===== config.mk =====
export PLATFORM = sky130hd
export DESIGN_NAME = sim_run_controller
export DESIGN_NICKNAME = d
export VERILOG_FILES = /design/src/rtl/run_ctrl_pkg.sv /design/src/rtl/sat_counter.sv /design/src/rtl/sim_run_controller.sv
export SDC_FILE = /design/constraint.sdc
export NUM_CORES = 1
export LEC_CHECK = 0
export ABC_AREA = 1
export CAP_MARGIN = 0
export CORE_ASPECT_RATIO = 0.6
export CORE_MARGIN = 2
export CORE_UTILIZATION = 51
export DETAILED_ROUTE_END_ITERATION = 8
export PLACE_DENSITY = 0.95
export RECOVER_POWER = 50
export SYNTH_ARGS = -nofsm -noshare
export SYNTH_HDL_FRONTEND = slang
export SYNTH_SLANG_ARGS = --single-unit

===== constraint.sdc =====
create_clock -name clk -period 13.7 [get_ports clk]
set_input_delay 3.425 -clock clk [delete_from_list [all_inputs] [get_ports clk]]
set_output_delay 3.425 -clock clk [all_outputs]
set_load 0.1 [all_outputs]

===== src/rtl/run_ctrl_pkg.sv =====
// rtl/run_ctrl_pkg.sv - verdict states, counter width and rotate helper for sim_run_controller
package run_ctrl_pkg;

  typedef enum logic [2:0] {RUN, PASS, FAIL, HALT, TIMEOUT} run_state_t;

  localparam int CYC_W = 32;

  // Rotate the low 'width' bits of v left by amt (amt < width <= 64); upper bits return 0.
  function automatic logic [63:0] rotl(input logic [63:0] v, input int unsigned amt,
                                       input int unsigned width);
    logic [63:0] mask;
    mask = (64'd1 << width) - 64'd1;
    return ((v << amt) | ((v & mask) >> (width - amt))) & mask;
  endfunction

endpackage


===== src/rtl/sat_counter.sv =====
// rtl/sat_counter.sv - saturating up-counter with clear and freeze, async active-high reset
module sat_counter #(
  parameter int WIDTH = 32,
  parameter int MAX   = 1000
) (
  input  logic             clk,
  input  logic             reset,
  input  logic             inc,
  input  logic             clr,
  input  logic             freeze,
  output logic [WIDTH-1:0] count
);

  // freeze wins over clr so terminal-state counts stay exactly as they were
  always_ff @(posedge clk or posedge reset) begin
    if (reset) begin
      count <= '0;
    end else if (!freeze) begin
      if (clr) begin
        count <= '0;
      end else if (inc && count != WIDTH'(MAX)) begin
        count <= count + WIDTH'(1);
      end
    end
  end

endmodule


===== src/rtl/sim_run_controller.sv =====
// rtl/sim_run_controller.sv - sticky PASS/FAIL/HALT/TIMEOUT run verdict for the RISC-V sim top
// Optional write-data signature enabled by defining RUN_CTRL_SIG_EN.
module sim_run_controller
  import run_ctrl_pkg::*;
#(
  parameter int              XLEN        = 32,
  parameter int              PC_W        = 32,
  parameter int              MAX_CYCLES  = 1000,
  parameter int              STALL_LIMIT = 8,
  parameter logic [XLEN-1:0] TOHOST_ADDR = 32'h0000_0064,
  parameter logic [XLEN-1:0] PASS_DATA   = 32'd25
) (
  input  logic             clk,
  input  logic             reset,
  input  logic [PC_W-1:0]  pc,
  input  logic             memwrite,
  input  logic [XLEN-1:0]  dataadr,
  input  logic [XLEN-1:0]  writedata,
  output logic             done,
  output logic             pass,
  output logic             fail,
  output logic             halted,
  output logic             timeout,
  output logic [CYC_W-1:0] cycle_count,
  output logic [PC_W-1:0]  halt_pc,
  output logic [XLEN-1:0]  fail_data,
  output logic [XLEN-1:0]  signature
);

  localparam int STALL_W = $clog2(STALL_LIMIT + 1);

  run_state_t         state;
  logic [PC_W-1:0]    last_pc;
  logic [STALL_W-1:0] stall_cnt;
  logic               running;
  logic               pc_same;
  logic               tohost_hit;
  logic               halt_hit;
  logic               time_hit;

  assign running    = (state == RUN);
  assign pc_same    = (pc == last_pc);
  assign tohost_hit = memwrite && (dataadr == TOHOST_ADDR);
  assign halt_hit   = pc_same && (stall_cnt == STALL_W'(STALL_LIMIT - 1));
  assign time_hit   = (cycle_count == CYC_W'(MAX_CYCLES - 1));

  // Both counters step on the transition edge itself, then freeze outside RUN.
  sat_counter #(.WIDTH(CYC_W), .MAX(MAX_CYCLES)) u_cycle_cnt (
    .clk    (clk),
    .reset  (reset),
    .inc    (running),
    .clr    (1'b0),
    .freeze (!running),
    .count  (cycle_count)
  );

  sat_counter #(.WIDTH(STALL_W), .MAX(STALL_LIMIT)) u_stall_cnt (
    .clk    (clk),
    .reset  (reset),
    .inc    (pc_same),
    .clr    (!pc_same),
    .freeze (!running),
    .count  (stall_cnt)
  );

  always_ff @(posedge clk or posedge reset) begin
    if (reset) begin
      state     <= RUN;
      last_pc   <= '0;
      done      <= 1'b0;
      pass      <= 1'b0;
      fail      <= 1'b0;
      halted    <= 1'b0;
      timeout   <= 1'b0;
      halt_pc   <= '0;
      fail_data <= '0;
    end else if (running) begin
      last_pc <= pc;
      // Priority: tohost write, then PC stall, then cycle budget.
      if (tohost_hit) begin
        done <= 1'b1;
        if (writedata == PASS_DATA) begin
          state <= PASS;
          pass  <= 1'b1;
        end else begin
          state     <= FAIL;
          fail      <= 1'b1;
          fail_data <= writedata;
        end
      end else if (halt_hit) begin
        state   <= HALT;
        done    <= 1'b1;
        halted  <= 1'b1;
        halt_pc <= pc;
      end else if (time_hit) begin
        state   <= TIMEOUT;
        done    <= 1'b1;
        timeout <= 1'b1;
      end
    end
  end

`ifdef RUN_CTRL_SIG_EN
  always_ff @(posedge clk or posedge reset) begin
    if (reset) begin
      signature <= '0;
    end else if (running && memwrite) begin
      signature <= XLEN'(rotl(64'(signature), 1, XLEN)) ^ writedata;
    end
  end
`else
  assign signature = '0;
`endif

endmodule


==> results.md, run 1 <==
- Ranking of synthesized cells by area: dfrtp_1, nand2_1, nand4_1
- Initial antenna violation count: 0
- PwrDens: 95.6 nW/um^2
- Placed Area: slightly above 9000 um^2
- Outcome: finished, violations left
- Max Root-Sink Buffers: 2
- Area leader, netlist: dfrtp_1
- Clk slew on worst S/H paths: 60 ps
- RR Startpoint: state[1]
- CP Data Arrival Time: slightly below 7000 ps
- Hold_buf cts: 0
- Layout area overhead: 34.3%
- Clock sink count: 140
- Failing checks: capacitance limit, slew limit
- I/O pin total: between 200 and 250
- Worst skew pair latency: between 400 and 500 ps
- Row count: 33
- Number of antenna diodes: 0
- Final Hold Viols: 0
- Synthesis Warnings: 0
- Slew headroom: -109%
- Fin crit period: 6310 ps
- Initial Util: about 53%
- Vias per cell: between 5 and 6
- Design Area, Final: 9830 um^2
- Critical Path Start Type: primary input
- Share of cells above drive strength 1: 4.49%
- Initial detailed-routing violation count: 470
- CTS tree: done
- Hold/Removal Path Class: register to register
- TritonCTS Buffers: 17
- Fin crit share: 46.0%
- Max stage delay on crit path: between 1500 and 2000 ps
- Top FF cell, synth: dfrtp_1
- Synthesized area per cell: 7.81 um^2
- Synth Register Bits: 140
- Port bufs: between 150 and 200
- CP startpoint: reset
- Distinct cells, synth: 34
- Grt ovf: 0
- CP endpoint kind: async pin
- HP Start: state[0]
- Final wirelength: 22.0 mm
- Die W: roughly 160 um
- Leakage Power: between 4 and 5 nW
- Clk root buf: clkbuf_16
- Max-Cap Viols: 2
- First-pass GRT wire length: roughly 36 mm
- Total vias in the final route: 6,993
- Post-Syn Area: ~7300 um^2
- Syn Inst Count: around 940
- Vias in the first global route: 6,904
- Post-route ant nets: 0
- HPWL Detailed: 16.4 mm
- Post-CTS sizing: 0
- Delay-heaviest family, CP: buffers and inverters
- Fmax: 159 MHz
- Initial DRT Pass Iterations: 6
- Die area: around 15,000 um^2
- Setup Fix Bufs, Post-CTS: 0
- Final GP Congestion: 0.994
- Fin nets: 1,227
- Crit path buffers/inverters: 3
- Data required, critical path: around 14,000 ps
- Post-synth ARST share: 100%
- Crit Path Class: primary input to async pin
- Top cell type's share of synthesized area: between 40% and 50%
- Pin count of the biggest net entering global routing: 73
- Final core occ: between 70% and 80%
- Die H: 96.8 um
- RSZ-0062 raised after global routing: no
- Worst path slowest cell: clkinvlp_2
- Slew @ Worst Pin: 3120 ps
- All-Layer GR Usage: approximately 30%
- Depth of the CTS H-tree: 4
- Pins Over Slew Limit: 122
- Setup Viol. Count Final: 0
- Number of remaining DRC errors: 0
- Hold Slack: 456 ps
- DR WL/cell: 16.6 um
- Clk_skew: 12.6 ps
- Worst Path Max Fanout: 72
- Setup TNS: 0 ps
- Sequential-to-total area share from yosys stat: 47.9%
- Cell Chain, Critical Path: dlygate4sd3_1 > clkinvlp_2 > buf_4
- EDFF count, synth: 0
- Reg2Reg Setup Slack: 8610 ps
- Core area: around 14,000 um^2
- Worst vdd ir: about 0.078 mV
metrics by stage:
step | setup slack [ps] | std cells | power (mW)
after detailed placement | 7470 | 1297 | 0.513
final | 7390 | 1329 | 0.940
after floorplan | 6520 | 968 | 0.481
after global routing | 6790 | 1329 | 0.970
after CTS | 7900 | 1329 | 0.945
after global placement | 7590 | 1297 | 0.512
worst reg2reg max path, stage by stage, from the launching register on:
cell     delay, ps
dfrtp_1        370
inv_1           80
nand3_1       1220
inv_1         1350
nand2_1        590
inv_1         1000
nand2_1        180
xor2_1         190
routing by layer:
| layer | wire length [um] | part of all wire, % | GRT usage, % |
|---|---|---|---|
| met5 | 0 | 0 | 0 |
| met4 | 265 | 1.2 | 6.31 |
| met1 | 9590 | 43 | 42.9 |
| met3 | 2550 | 12 | 9.90 |
| met2 | 9640 | 44 | 43.7 |
flip-flops by register name (all words and copies together) (netlist names):
register           count
done                   1
fail                   1
fail_data             32
halt_pc               32
halted                 1
last_pc               32
pass                   1
state                  3
timeout                1
u_cycle_cnt.count     32
u_stall_cnt.count      4
power by group:
| group | internal, mW | switching [mW] | total [mW] | leakage [nW] |
|---|---|---|---|---|
| Clock | 0.238 | 0.199 | 0.437 | 0.267 |
| Combinational | 0.0274 | 0.0625 | 0.0899 | 2.66 |
| Sequential | 0.413 | 0 | 0.413 | 1.76 |
worst paths after layout:
| kind | to | cells after the start |
|---|---|---|
| hold / removal | state[0] | 2 |
| min in group asynchronous | u_cycle_cnt.count[29] | 2 |
| setup reg to reg | u_cycle_cnt.count[10] | 7 |
| setup / recovery | halt_pc[3] | 3 |
| hold reg to reg | state[0] | 2 |
| max in group clk | fail_data[6] | 13 |
cells in the mapped netlist, types with 3 or more instances:
| library cell | n |
|---|---|
| and2_1 | 3 |
| buf_1 | 4 |
| buf_2 | 10 |
| buf_4 | 36 |
| buf_6 | 5 |
| clkbuf_1 | 10 |
| dfrtp_1 | 140 |
| ha_1 | 4 |
| inv_1 | 67 |
| inv_2 | 9 |
| nand2_1 | 372 |
| nand3_1 | 16 |
| nand4_1 | 56 |
| nor2_1 | 71 |
| nor3_1 | 17 |
| nor3_2 | 3 |
| nor4_1 | 15 |
| o21ai_0 | 24 |
| o21ai_1 | 9 |
| xnor2_1 | 27 |
| xor2_1 | 26 |
final cells by class:
| class | instances | area, um^2 |
|---|---|---|
| flip-flops and latches | 140 | 3500 |
| clock buffers | 17 | 425 |
| repair buffers | 202 | 2010 |
| well taps | 192 | 240 |
| inverters | 77 | 290 |
| multi-input cells | 686 | 3230 |
| clock inverters | 15 | 128 |
| fillers | 1083 | 4000 |
logic make-up (layout without fill, tap and decap cells):
logic type | after synthesis | in the layout | synth area share, %
and+or+nand+nor | 559 | 559 | 32.5
adders and majority gates | 4 | 4 | 0.684
DFF | 140 | 140 | 47.9
buffers and inverters | 142 | 311 | 9.81
other | 1 | 32 | 0.0512
xor gates and xnor gates | 53 | 53 | 6.34
AOI/OAI and AO/OA | 38 | 38 | 2.79
layout by cell type, fill, tap and decap left out, types with 26 or more instances in the layout:
master             n
clkdlybuf4s50_1  165
dfrtp_1          140
xnor2_1           27
conb_1            32
nand4_1           56
o21ai_0           32
inv_1             68
dlygate4sd3_1     34
nor2_1            71
xor2_1            26
nand2_1          372
(Power assumes the default switching activity.)
==> inputs of run 2 (changes only) <==
Settings changed: CORE_UTILIZATION 51 to 43, PLACE_DENSITY 0.95 to 0.89.
Clock period 13.7 ns to 5.2 ns, I/O delays scaled along.
==> run 2 against run 1 <==
  * The run still ends with capacitance limit, slew limit left
  * Flip-flop and latch count unchanged
  * Register-to-register slack worse by 7400 ps
  * Setup slack worse by 6200 ps
  * Sequential share of layout area down 0.33 points
  * Final cell count up 3.0%
  * Clock-buffer cell count unchanged
  * Critical path depth up 6
  * Critical path type is now register to register
  * Highest routed layer is now met5
==> results.md, run 2 (synthesized netlist as in run 1, its figures left out) <==
- Core area: 16,400 um^2 (+19%)
- RSZ-0062 raised after global routing: no
- Max-Cap Viols: 2 (unchanged)
- Failing checks: capacitance limit, slew limit
- Vias in the first global route: 6,734 (-2.5%)
- Outcome: finished, violations left
- Hold Slack: 463 ps (+6.44 ps)
- Pins Over Slew Limit: 143 (+17%)
- DR WL/cell: 16.1 um (-3.2%)
- Most common cell after layout, fill and taps aside: nand2_1
- First-pass GRT wire length: 34.7 mm (-3.1%)
- Fin crit period: 3980 ps
- Pin count of the biggest net entering global routing: 95 (+30%)
- Setup Fix Bufs, Post-CTS: 0 (unchanged)
- Final core occ: 60.4% (-11 points)
- Initial detailed-routing violation count: 573 (+22%)
- All-Layer GR Usage: 24.6% (-5.1 points)
- CP Data Arrival Time: 4290 ps (-2440 ps)
- Layout area overhead: 35.5%
- Worst Path Max Fanout: 47 (-35%)
- Die H: 105 um (+8.5%)
- Worst vdd ir: 0.167 mV (+110%)
- Grt ovf: 0 (unchanged)
- Data required, critical path: 5500 ps (-8630 ps)
- Most frequent cells in the layout: nand2_1, clkdlybuf4s50_1, dfrtp_1, nor2_1, inv_1
- Max stage delay on crit path: 1430 ps (-320 ps)
- Worst skew pair latency: 420 ps (about the same)
- Setup TNS: 0 ps (unchanged)
- Slew @ Worst Pin: 1990 ps (-1120 ps)
- TritonCTS Buffers: 17 (unchanged)
- Fin nets: 1,231 (+0.33%)
- Crit Path Class: register to register
- Depth of the CTS H-tree: 4 (unchanged)
- Initial Util: 44.5% (-8.4 points)
- Number of antenna diodes: 0 (unchanged)
- Share of cells above drive strength 1: 4.65% (+0.16 points)
- Die area: 18,100 um^2 (+18%)
- Max Root-Sink Buffers: 2 (unchanged)
- Row count: 36 (+9.1%)
- Final Hold Viols: 0 (unchanged)
- Initial antenna violation count: 0 (unchanged)
- Clock sink count: 140 (unchanged)
- Delay-heaviest family, CP: buffers and inverters
- Number of remaining DRC errors: 0 (unchanged)
- Slew headroom: -33.1% (+76 points)
- Vias per cell: 5.06 (-3.9%)
- Clk_skew: 17.5 ps (+4.88 ps)
- Crit path buffers/inverters: 6 (+3)
- HPWL Detailed: 16.1 mm (-1.7%)
- CP endpoint kind: register
- Final WS setup: 1220 ps (-6180 ps)
- Clk root buf: clkbuf_16
- Hold/Removal Path Class: register to register
- Fin crit share: 76.6%
- Port bufs: 199 (unchanged)
- Clk slew on worst S/H paths: 70 ps (about the same)
- Post-CTS sizing: 0 (unchanged)
- Cell Chain, Critical Path: inv_1 > nand3_1 > clkbuf_1 > inv_2 > clkbuf_1 > nand3_2 > buf_4 > inv_2 > or2_2
- Critical Path Start Type: register
- I/O pin total: 232 (unchanged)
- Total vias in the final route: 6,924 (-0.99%)
- Worst slack, placed: 1310 ps (-6150 ps)
- CTS tree: done
- Hold_buf cts: 0 (unchanged)
- Die W: 172 um (+8.7%)
- Worst path slowest cell: clkbuf_1
- Fmax: approximately 250 MHz
- PwrDens: 256 nW/um^2 (+170%)
- Initial DRT Pass Iterations: 5 (-1)
- Leakage Power: 4.69 nW (+0.18%)
- Setup Viol. Count Final: 0 (unchanged)
- Final wirelength: 22.0 mm (-0.32%)
- Reg2Reg Setup Slack: 1220 ps (-7390 ps)
- Post-route ant nets: 0 (unchanged)
- Final GP Congestion: 1.03 (+3.9%)
run 2: cell types whose count changed in the layout (fill, tap and decap cells not counted), sizes merged:
cell           previous run  this run
dlygate4sd3              34         1
clkdlybuf4s50           165       198
clkinv                    4         3
clkbuf                   17        20
buf                       3         4
bufinv                    0         1
run 2: power breakdown:
part / internal, mW / switching (mW) / total, mW
Combinational: 0.0774 / 0.164 / 0.242
Clock: 0.677 / 0.530 / 1.21
Sequential: 1.09 / 0 / 1.09
run 2: worst min-delay path, stage by stage, from the launching register on:
cell and delay [ps]:
dfrtp_1 340, inv_1 40, nand2_1 50
run 2: layout make-up:
| cell class | instances | area (um^2) |
|---|---|---|
| Clock buffer | 17 | 425 |
| Clock inverter | 15 | 153 |
| Fill cell | 1449 | 6520 |
| Inverter | 77 | 293 |
| Multi-Input combinational cell | 686 | 3230 |
| Sequential cell | 140 | 3500 |
| Tap cell | 228 | 285 |
| Timing Repair Buffer | 206 | 2030 |
run 2: path summary, 6_finish.rpt:
kind,start,endpoint,depth (start not counted)
setup / recovery,state[2],fail,9
hold / removal,halted,halted,2
setup reg to reg,state[2],fail,9
hold reg to reg,halted,halted,2
max in group asynchronous,reset,u_cycle_cnt.count[4],3
min in group asynchronous,reset,fail_data[25],2
run 2: metal layers:
| layer | global-route usage (%) | vias to the layer above | part of all wire (%) |
|---|---|---|---|
| li1 | - | 3295 | - |
| met1 | 35.7 | 3278 | 45 |
| met2 | 35.3 | 327 | 43 |
| met3 | 7.99 | 22 | 11 |
| met4 | 5.64 | 2 | 1.1 |
| met5 | 2.32 | - | 0.22 |
run 2: metrics by stage:
stage	power (mW)	instances	area, um^2
after floorplan	1.27	968	7440
after global placement	1.35	1337	9360
after detailed placement	1.35	1337	9360
after CTS	2.56	1369	9940
after global routing	2.63	1369	9920
final	2.54	1369	9920
